### src/rtl/uni_reg_pkg.sv
// Shared definitions for the universal shift register and its controllers:
// register opcodes and the serializer FSM state encoding.
package uni_reg_pkg;
  localparam logic [1:0] DO_NOTHING    = 2'b00;
  localparam logic [1:0] SHIFT_LEFT    = 2'b01;
  localparam logic [1:0] SHIFT_RIGHT   = 2'b10;
  localparam logic [1:0] PARALLEL_LOAD = 2'b11;

  typedef enum logic [1:0] {
    IDLE  = 2'd0,
    LOAD  = 2'd1,
    SHIFT = 2'd2
  } state_e;
endpackage

### src/rtl/uni_reg_bit_cnt.sv
// Terminal-count bit counter: synchronous clear, enable, saturates at N-1
// and flags the last index.
module uni_reg_bit_cnt #(
  parameter int N = 8
) (
  input  logic                 clk,
  input  logic                 reset_n,
  input  logic                 i_clr,
  input  logic                 i_en,
  output logic [$clog2(N)-1:0] o_cnt,
  output logic                 o_last
);
  localparam int CW = $clog2(N);
  localparam logic [CW-1:0] LAST = CW'(N-1);

  logic [CW-1:0] r_cnt;

  always_ff @(posedge clk or negedge reset_n) begin
    if (!reset_n)             r_cnt <= '0;
    else if (i_clr)           r_cnt <= '0;
    else if (i_en && !o_last) r_cnt <= r_cnt + CW'(1);
  end

  assign o_cnt  = r_cnt;
  assign o_last = (r_cnt == LAST);
endmodule

### src/rtl/uni_reg_ser_ctrl.sv
// Parallel-to-serial sequencer for the universal shift register: load, then
// N-1 right shifts, flagging each valid s_out bit. Optional gapless streaming
// with one pre-accepted word is enabled by UNI_REG_SER_CTRL_STREAM_EN.
module uni_reg_ser_ctrl
  import uni_reg_pkg::*;
#(
  parameter int   N    = 8,
  parameter logic FILL = 1'b0
) (
  input  logic                 clk,
  input  logic                 reset_n,
  input  logic                 in_valid,
  input  logic [N-1:0]         in_data,
  output logic                 in_ready,
  output logic [1:0]           data_ctrl,
  output logic [N-1:0]         p_load,
  output logic                 s_fill,
  output logic                 bit_valid,
  output logic [$clog2(N)-1:0] bit_idx,
  output logic                 word_done,
  output logic                 busy
);
  state_e               r_state, w_next;
  logic [N-1:0]         r_hold;
  logic [$clog2(N)-1:0] w_cnt;
  logic                 w_last, w_cnt_clr, w_cnt_en, w_xfer, w_reload;

`ifdef UNI_REG_SER_CTRL_STREAM_EN
  logic r_pend;

  // The last-bit cycle frees hold (its word is loaded now), so a new word may
  // land in hold on the same edge.
  assign in_ready = reset_n && ((r_state == IDLE) ||
                    ((r_state == SHIFT) && (!r_pend || w_last)));
  assign w_reload = (r_state == SHIFT) && w_last && r_pend;

  always_ff @(posedge clk or negedge reset_n) begin
    if (!reset_n)                           r_pend <= 1'b0;
    else if (w_xfer)                        r_pend <= 1'b1;
    else if ((r_state == LOAD) || w_reload) r_pend <= 1'b0;
  end
`else
  assign in_ready = reset_n && (r_state == IDLE);
  assign w_reload = 1'b0;
`endif

  assign w_xfer = in_valid && in_ready;

  uni_reg_bit_cnt #(.N(N)) u_cnt (
    .clk     (clk),
    .reset_n (reset_n),
    .i_clr   (w_cnt_clr),
    .i_en    (w_cnt_en),
    .o_cnt   (w_cnt),
    .o_last  (w_last)
  );

  always_ff @(posedge clk or negedge reset_n) begin
    if (!reset_n) begin
      r_state <= IDLE;
      r_hold  <= '0;
    end else begin
      r_state <= w_next;
      if (w_xfer) r_hold <= in_data;
    end
  end

  always_comb begin
    w_next    = r_state;
    data_ctrl = DO_NOTHING;
    w_cnt_clr = 1'b0;
    w_cnt_en  = 1'b0;
    case (r_state)
      IDLE: if (w_xfer) w_next = LOAD;
      LOAD: begin
        data_ctrl = PARALLEL_LOAD;
        w_cnt_clr = 1'b1;
        w_next    = SHIFT;
      end
      SHIFT: begin
        if (!w_last) begin
          data_ctrl = SHIFT_RIGHT;
          w_cnt_en  = 1'b1;
        end else if (w_reload) begin
          data_ctrl = PARALLEL_LOAD;
          w_cnt_clr = 1'b1;
        end else if (w_xfer) begin
          // streaming only: word arrived on the last bit with nothing pending
          w_next = LOAD;
        end else begin
          w_next = IDLE;
        end
      end
      default: w_next = IDLE;
    endcase
  end

  assign p_load    = r_hold;
  assign s_fill    = FILL;
  assign busy      = (r_state != IDLE);
  assign bit_valid = (r_state == SHIFT);
  assign bit_idx   = bit_valid ? w_cnt : '0;
  assign word_done = bit_valid && w_last;
endmodule

### config.mk
export PLATFORM = sky130hd
export DESIGN_NAME = uni_reg_ser_ctrl
export DESIGN_NICKNAME = d
export VERILOG_FILES = /design/src/rtl/uni_reg_pkg.sv /design/src/rtl/uni_reg_bit_cnt.sv /design/src/rtl/uni_reg_ser_ctrl.sv
export SDC_FILE = /design/constraint.sdc
export NUM_CORES = 1
export LEC_CHECK = 0
export CORE_ASPECT_RATIO = 0.9
export CORE_MARGIN = 5
export CORE_UTILIZATION = 37
export DETAILED_ROUTE_END_ITERATION = 7
export PLACE_DENSITY = 0.73
export SYNTH_ARGS = -nofsm -noshare
export SYNTH_HDL_FRONTEND = slang
export SYNTH_SLANG_ARGS = --single-unit
### constraint.sdc
create_clock -name clk -period 1.53 [get_ports clk]
set_clock_uncertainty 0.1 [all_clocks]
set_input_delay 0.306 -clock clk [delete_from_list [all_inputs] [get_ports clk]]
set_output_delay 0.306 -clock clk [all_outputs]
set_load 0.02 [all_outputs]
==> metrics.md, run 1 <==
| Metric | Value |
|---|---|
| Drt wl/cell | `13.5 um` |
| Setup-failing EPs final | `21` |
| Mapped Nets | `69` |
| Htree depth | `1` |
| Max_cap viols | `0` |
| Synth Area in Adders | `a little over a tenth` |
| Leakage | `0.614 nW` |
| Critical Path RT | `1.12 ns` |
| Final WL | `about 1.7 mm` |
| Routed vias/inst | `between 4 and 5` |
| Share of cells above drive strength 1 | `57.1%` |
| EDFF count, synth | `0` |
| Setup crit end kind | `output port` |
| Total GRT Usage | `between 10% and 20%` |
| Vias in the first global route | `around 580` |
| Unrepaired setup endpoints after global routing | `true` |
| DRT antenna net count | `0` |
| Initial Util | `between 30% and 40%` |
| Synth Flop Type | `dfrtp_1` |
| Worst-path clk slew | `~0.08 ns` |
| CP Launch Type | `register` |
| Wire length of the first global-routing pass | `2.76 mm` |
| DP Wirelength | `about 1.3 mm` |
| Global route total overflow | `0` |
| Crit share post-route | `118%` |
| Vias | `553` |
| Post-synthesis compound-gate area fraction | `approximately 2.3%` |
| CP arrival | `roughly 1.4 ns` |
| Post-route cell area | `between 1000 and 1500 um2` |
| Tmin final | `1.80 ns` |
| DRT iter0 DRCs | `0` |
| Top Ports | `29` |
| Setup CP Type | `reg -> out` |
| Cell accounting for the most synthesized area | `dfrtp_1` |
| Worst skew pair latency | `0.27 ns` |
| Clock Tree Root | `clkbuf_4` |
| Max-slew violations | `0` |
| FP Rows | `15` |
| DRC Markers | `0` |
| Pwr Density | `roughly 2000 nW/um2` |
| Synth Area in Simple Gates | `10.5%` |
| Share of the synthesized area in the top cell type | `45.7%` |
| Maximum number of pins on one net before global-route repair | `15` |
| Hold WC Path Type | `in -> async` |
| YS warnings | `0` |
| Final hold viol count | `0` |
| Clock Sinks | `13` |
| Post-Syn Area | `about 710 um2` |
| Die width | `approximately 56 um` |
| Hold-fix buffers, CTS | `0` |
| Outcome | `finished with violations` |
| Initial antenna violation count | `0` |
| Cell Area, Placed | `around 1100 um2` |
| IO buf count | `27` |
| Post-Synth XOR/XNOR Area | `between 1 and 1.5%` |
| Post-synth top cells | `dfrtp_1, mux2_4, ha_1` |
| Post-synth ARST share | `100%` |
| Critical-path maximum fanout | `2` |
| Top-count cell post-synth | `dfrtp_1` |
| Core area | `roughly 1900 um2` |
| TritonCTS clock tree | `yes` |
| Clock Tree Buf Depth | `2` |
| Filler cells | `approximately 140` |
| Die area | `approximately 2900 um2` |
| Post-synthesis mux area share | `between 20% and 30%` |
| Syn_area_per_cell | `between 10 and 15 um2` |
| Gp weighted congestion | `0.683` |
| Total Nets Final | `approximately 120` |
| Post-Synthesis Cells | `52` |
| # diodes | `0` |
| P&R area growth vs syn | `76.3%` |
| Largest family of logic cells by synthesized area | `multiplexers` |
| Total CTS buffers | `3` |
| Failing checks | `negative setup slack` |
| Final setup margin | `-0.272 ns` |
| Register area share after synthesis | `a little under half` |
| Max VDD drop | `roughly 1200 uV` |
| Netlist cell types | `18` |
| R2R depth | `7` |
| Hold WS | `0.299 ns` |
| First drt pass iteration count | `1` |
| Die Ht | `51.6 um` |
| Top cells by area, synth | `dfrtp_1, mux2_4, ha_1` |
| Synth Register Bits | `13` |
| Max Clk Rate | `~0.56 GHz` |
==> layout make-up <==
cell class              instances  area, um2  area share [%]
repair buffers                 45        429            34.2
well taps                      25       31.3            2.49
clock buffers                   4       26.3            2.09
flip-flops and latches         13        325            25.9
multi-input cells              33        432            34.4
inverters                       3       11.3           0.897
==> cells by family after synthesis <==
kind of cell             Yosys count
multiplexers                      12
other                              1
flip-flops                        13
AO/OA/AOI/OAI                      2
XOR/XNOR                           1
adder cells (fa/ha/maj)            6
buffers and inverters              6
AND/OR/NAND/NOR                   11
==> critical path: stages, from the launching register on <==
cell and delay (ns):
dfrtp_1 0.39, ha_2 0.20, ha_4 0.17, nor2b_4 0.12, o21a_4 0.13, buf_6 0.10
==> metal layers <==
metal	vias to the layer above	routed length, um	GRT usage [%]
met5	-	0	0
met4	0	17	3.56
met3	2	49	3.23
met2	16	869	21.6
met1	274	726	14.9
li1	261	-	-
==> report_power, final <==
group	switching, mW	internal [mW]	leakage, nW	total, mW
Sequential	0.0995	0.501	0.160	0.601
Combinational	0.711	0.957	0.439	1.67
Clock	0.115	0.101	0.0150	0.216
Total	0.925	1.56	0.614	2.48
==> what timing repair did <==
action | in CTS | in global routing
buffers inserted | 2 | 3
pin swaps | 8 | 3
endpoints found under the setup margin | 27 | 21
gates resized for setup | 77 | 1
==> cells in the final DEF, fill, tap and decap left out, drive strengths merged, types with 3 or more instances in the layout <==
cell type | Yosys | layout
dfrtp | 13 | 13
ha | 6 | 6
buf | 3 | 27
clkdlybuf4s50 | 0 | 10
mux2 | 10 | 10
and2 | 5 | 5
inv | 3 | 3
nor2 | 3 | 3
clkbuf | 0 | 4
dlygate4sd2 | 0 | 8
==> per-stage QoR <==
| stage | setup TNS (ns) | utilization (%) | setup WS (ns) | instances | power (mW) |
|---|---|---|---|---|---|
| floorplan | -0.0181 | - | -0.00227 | 52 | 1.49 |
| global placement | -5.46 | 59.7 | -0.445 | 114 | 2.07 |
| detailed placement | -5.72 | 59.7 | -0.462 | 114 | 2.11 |
| finish | -1.78 | 66.9 | -0.272 | 123 | 2.48 |
| CTS | -1.80 | 65.5 | -0.282 | 120 | 2.45 |
| global route | -2.90 | 66.9 | -0.329 | 123 | 2.64 |
==> worst paths after layout <==
check	startpoint	to	slack, ns
setup / recovery	u_cnt.o_cnt[0]	data_ctrl[1]	-0.27
hold / removal	reset_n	p_load[7]	0.30
setup reg to reg	u_cnt.o_cnt[0]	r_state[0]	-0.14
hold reg to reg	p_load[0]	p_load[0]	0.41
max in group asynchronous	reset_n	r_state[1]	0.89
min in group clk	p_load[0]	p_load[0]	0.41
==> sequential cells by signal, indices dropped and copies added, names as in the netlist <==
register / flops
r_state: 2
p_load: 8
u_cnt.o_cnt: 3
Power figures use the tool's default switching activity.
==> run 2, diff against run 1 <==
--- a/config.mk
+++ b/config.mk
@@ -10,6 +10,7 @@
 export CORE_UTILIZATION = 37
 export DETAILED_ROUTE_END_ITERATION = 7
 export PLACE_DENSITY = 0.73
+export SLEW_MARGIN = 5
 export SYNTH_ARGS = -nofsm -noshare
 export SYNTH_HDL_FRONTEND = slang
 export SYNTH_SLANG_ARGS = --single-unit
==> results of run 2 <==
No change in the layout: final DEF, timing and power equal those of run 1.
==> run 3, diff against run 2 <==
--- a/config.mk
+++ b/config.mk
@@ -6,9 +6,10 @@
 export NUM_CORES = 1
 export LEC_CHECK = 0
 export CORE_ASPECT_RATIO = 0.9
-export CORE_MARGIN = 5
+export CORE_MARGIN = 4
 export CORE_UTILIZATION = 37
 export DETAILED_ROUTE_END_ITERATION = 7
+export MAX_ROUTING_LAYER = met4
 export PLACE_DENSITY = 0.73
 export SLEW_MARGIN = 5
 export SYNTH_ARGS = -nofsm -noshare
==> run 3 against run 2 <==
The run still ends with negative setup slack left; highest routed layer unchanged; largest cell class unchanged; design area shrank 1.3%; non-clock buffer count is 1 lower; power is 2.5% lower.
==> metrics.md, run 3 (synthesized netlist as in run 1, its figures left out) <==
| Metric | Value |
|---|---|
| Htree depth | `1` |
| Buf/Inv on CP | `1` |
| Die area | `roughly 2700 um2` |
| TritonCTS clock tree | `yes` |
| Total CTS buffers | `3` |
| Maximum number of pins on one net before global-route repair | `15` |
| Vias | `roughly 530` |
| Share of cells above drive strength 1 | `56.7%` |
| Initial Util | `between 40% and 50%` |
| Total GRT Usage | `approximately 13%` |
| Crit share post-route | `117%` |
| Routed vias/inst | `4.35` |
| Clock Tree Root | `clkbuf_4` |
| Clock Tree Buf Depth | `2` |
| Setup crit end kind | `output port` |
| Outcome | `finished with violations` |
| IO buf count | `27` |
| Critical Path RT | `around 1.1 ns` |
| Leakage | `slightly above 0.6 nW` |
| Final WL | `around 1.5 mm` |
| Gp weighted congestion | `between 0.7 and 0.8` |
| CP arrival | `1.38 ns` |
| Final setup margin | `-0.254 ns` |
| Max reg flops | `8` |
| Failing checks | `negative setup slack` |
| Max VDD drop | `1300 uV` |
| DRC Markers | `0` |
| Unrepaired setup endpoints after global routing | `true` |
| Die width | `~54 um` |
| Tmin final | `1.78 ns` |
| Most frequent cells in the layout | `buf_6, dfrtp_1, buf_4` |
| Initial antenna violation count | `0` |
| CP Cell Sequence | `ha_2 -> ha_4 -> nor2b_4 -> o21a_4 -> buf_6` |
| Worst skew pair latency | `~0.28 ns` |
| CP Launch Type | `register` |
| Wire length of the first global-routing pass | `2.37 mm` |
| Setup CP Type | `reg -> out` |
| Hold WC Path Type | `in -> async` |
| Pwr Density | `1960 nW/um2` |
| Setup-failing EPs final | `22` |
| Final hold viol count | `0` |
| Worst slack, placed | `-0.464 ns` |
| Post-route cell area | `roughly 1200 um2` |
| FP Rows | `14` |
| Worst-path clk slew | `0.08 ns` |
| Max_cap viols | `0` |
| First drt pass iteration count | `2` |
| Top Family by Delay on Critical Path | `flip-flops` |
| Max-slew violations | `0` |
| Filler cells | `between 100 and 150` |
| Cell Area, Placed | `1120 um2` |
| Core area | `around 1800 um2` |
| Clock Sinks | `13` |
| Die Ht | `~50 um` |
| # diodes | `0` |
| P&R area growth vs syn | `74.0%` |
| DRT iter0 DRCs | `2` |
| DRT antenna net count | `0` |
| Top Ports | `29` |
| Critical-path maximum fanout | `2` |
| Drt wl/cell | `between 10 and 15 um` |
| DP Wirelength | `approximately 1.1 mm` |
| Vias in the first global route | `approximately 550` |
| Max Clk Rate | `0.561 GHz` |
| Critical path's largest stage delay | `approximately 0.39 ns` |
| Global route total overflow | `0` |
| Slowest CP cell | `dfrtp_1` |
| Total Nets Final | `115` |
-- run 3: changes by cell type in the layout (fill, tap and decap cells not counted), sizes merged --
| cell | previous run | this run |
|---|---|---|
| buf | 27 | 26 |
-- run 3: final timing paths --
path	start	to	slack (ns)	cells past startpoint
min	reset_n	u_cnt.o_cnt[2]	0.25	2
max in group asynchronous	reset_n	p_load[6]	0.93	2
min in group clk	p_load[1]	p_load[1]	0.40	1
min reg2reg	p_load[1]	p_load[1]	0.40	1
max	u_cnt.o_cnt[1]	data_ctrl[1]	-0.25	5
max reg2reg	r_state[1]	r_state[0]	-0.14	6
-- run 3: what timing repair did --
action | in CTS | in global routing
setup buffers | 2 | 2
endpoints found under the hold margin | 0 | 0
resized for setup | 71 | 5
pin swaps | 4 | 1
hold buffers | 0 | 0
setup endpoints to repair | 27 | 21
-- run 3: metal layers --
metal,vias to the layer above,track usage (%),share of wire (%)
li1,260,-,-
met1,242,15.1,45
met2,22,19.7,47
met3,2,3.61,6.6
met4,0,6.22,1.4
met5,-,-,0
-- run 3: stage by stage --
stage | total power, mW | TNS [ns] | hold slack [ns] | util (%) | std cells
6_report | 2.42 | -1.88 | 0.251 | 70.7 | 121
5_1_grt | 2.57 | -3.16 | 0.276 | 70.7 | 121
4_1_cts | 2.39 | -1.85 | 0.256 | 69.0 | 119
3_5_place_dp | 2.08 | -4.87 | 0.390 | 63.9 | 113
3_3_place_gp | 2.07 | -4.76 | 0.391 | 63.9 | 113
2_1_floorplan | 1.49 | -0.0181 | -0.0896 | - | 52
-- run 3: worst reg2reg max path, stage by stage, from the launching register on --
cell,delay [ns]
dfrtp_1,0.44
ha_4,0.19
nor2b_4,0.13
buf_4,0.13
buf_6,0.12
a21oi_4,0.14
mux2_4,0.31
-- run 3: area by class of cell --
cell class,count,area [um2],area share [%]
Clock buffer,4,26.3,2.12
Inverter,3,11.3,0.909
Multi-Input combinational cell,33,432,34.8
Sequential cell,13,325,26.3
Tap cell,24,30.0,2.42
Timing Repair Buffer,44,414,33.4
-- run 3: report_power, final --
group | internal (mW) | leakage, nW | total, mW | switching, mW
combinational | 0.924 | 0.431 | 1.62 | 0.691
sequential | 0.501 | 0.160 | 0.595 | 0.0941
clock | 0.101 | 0.0150 | 0.213 | 0.112
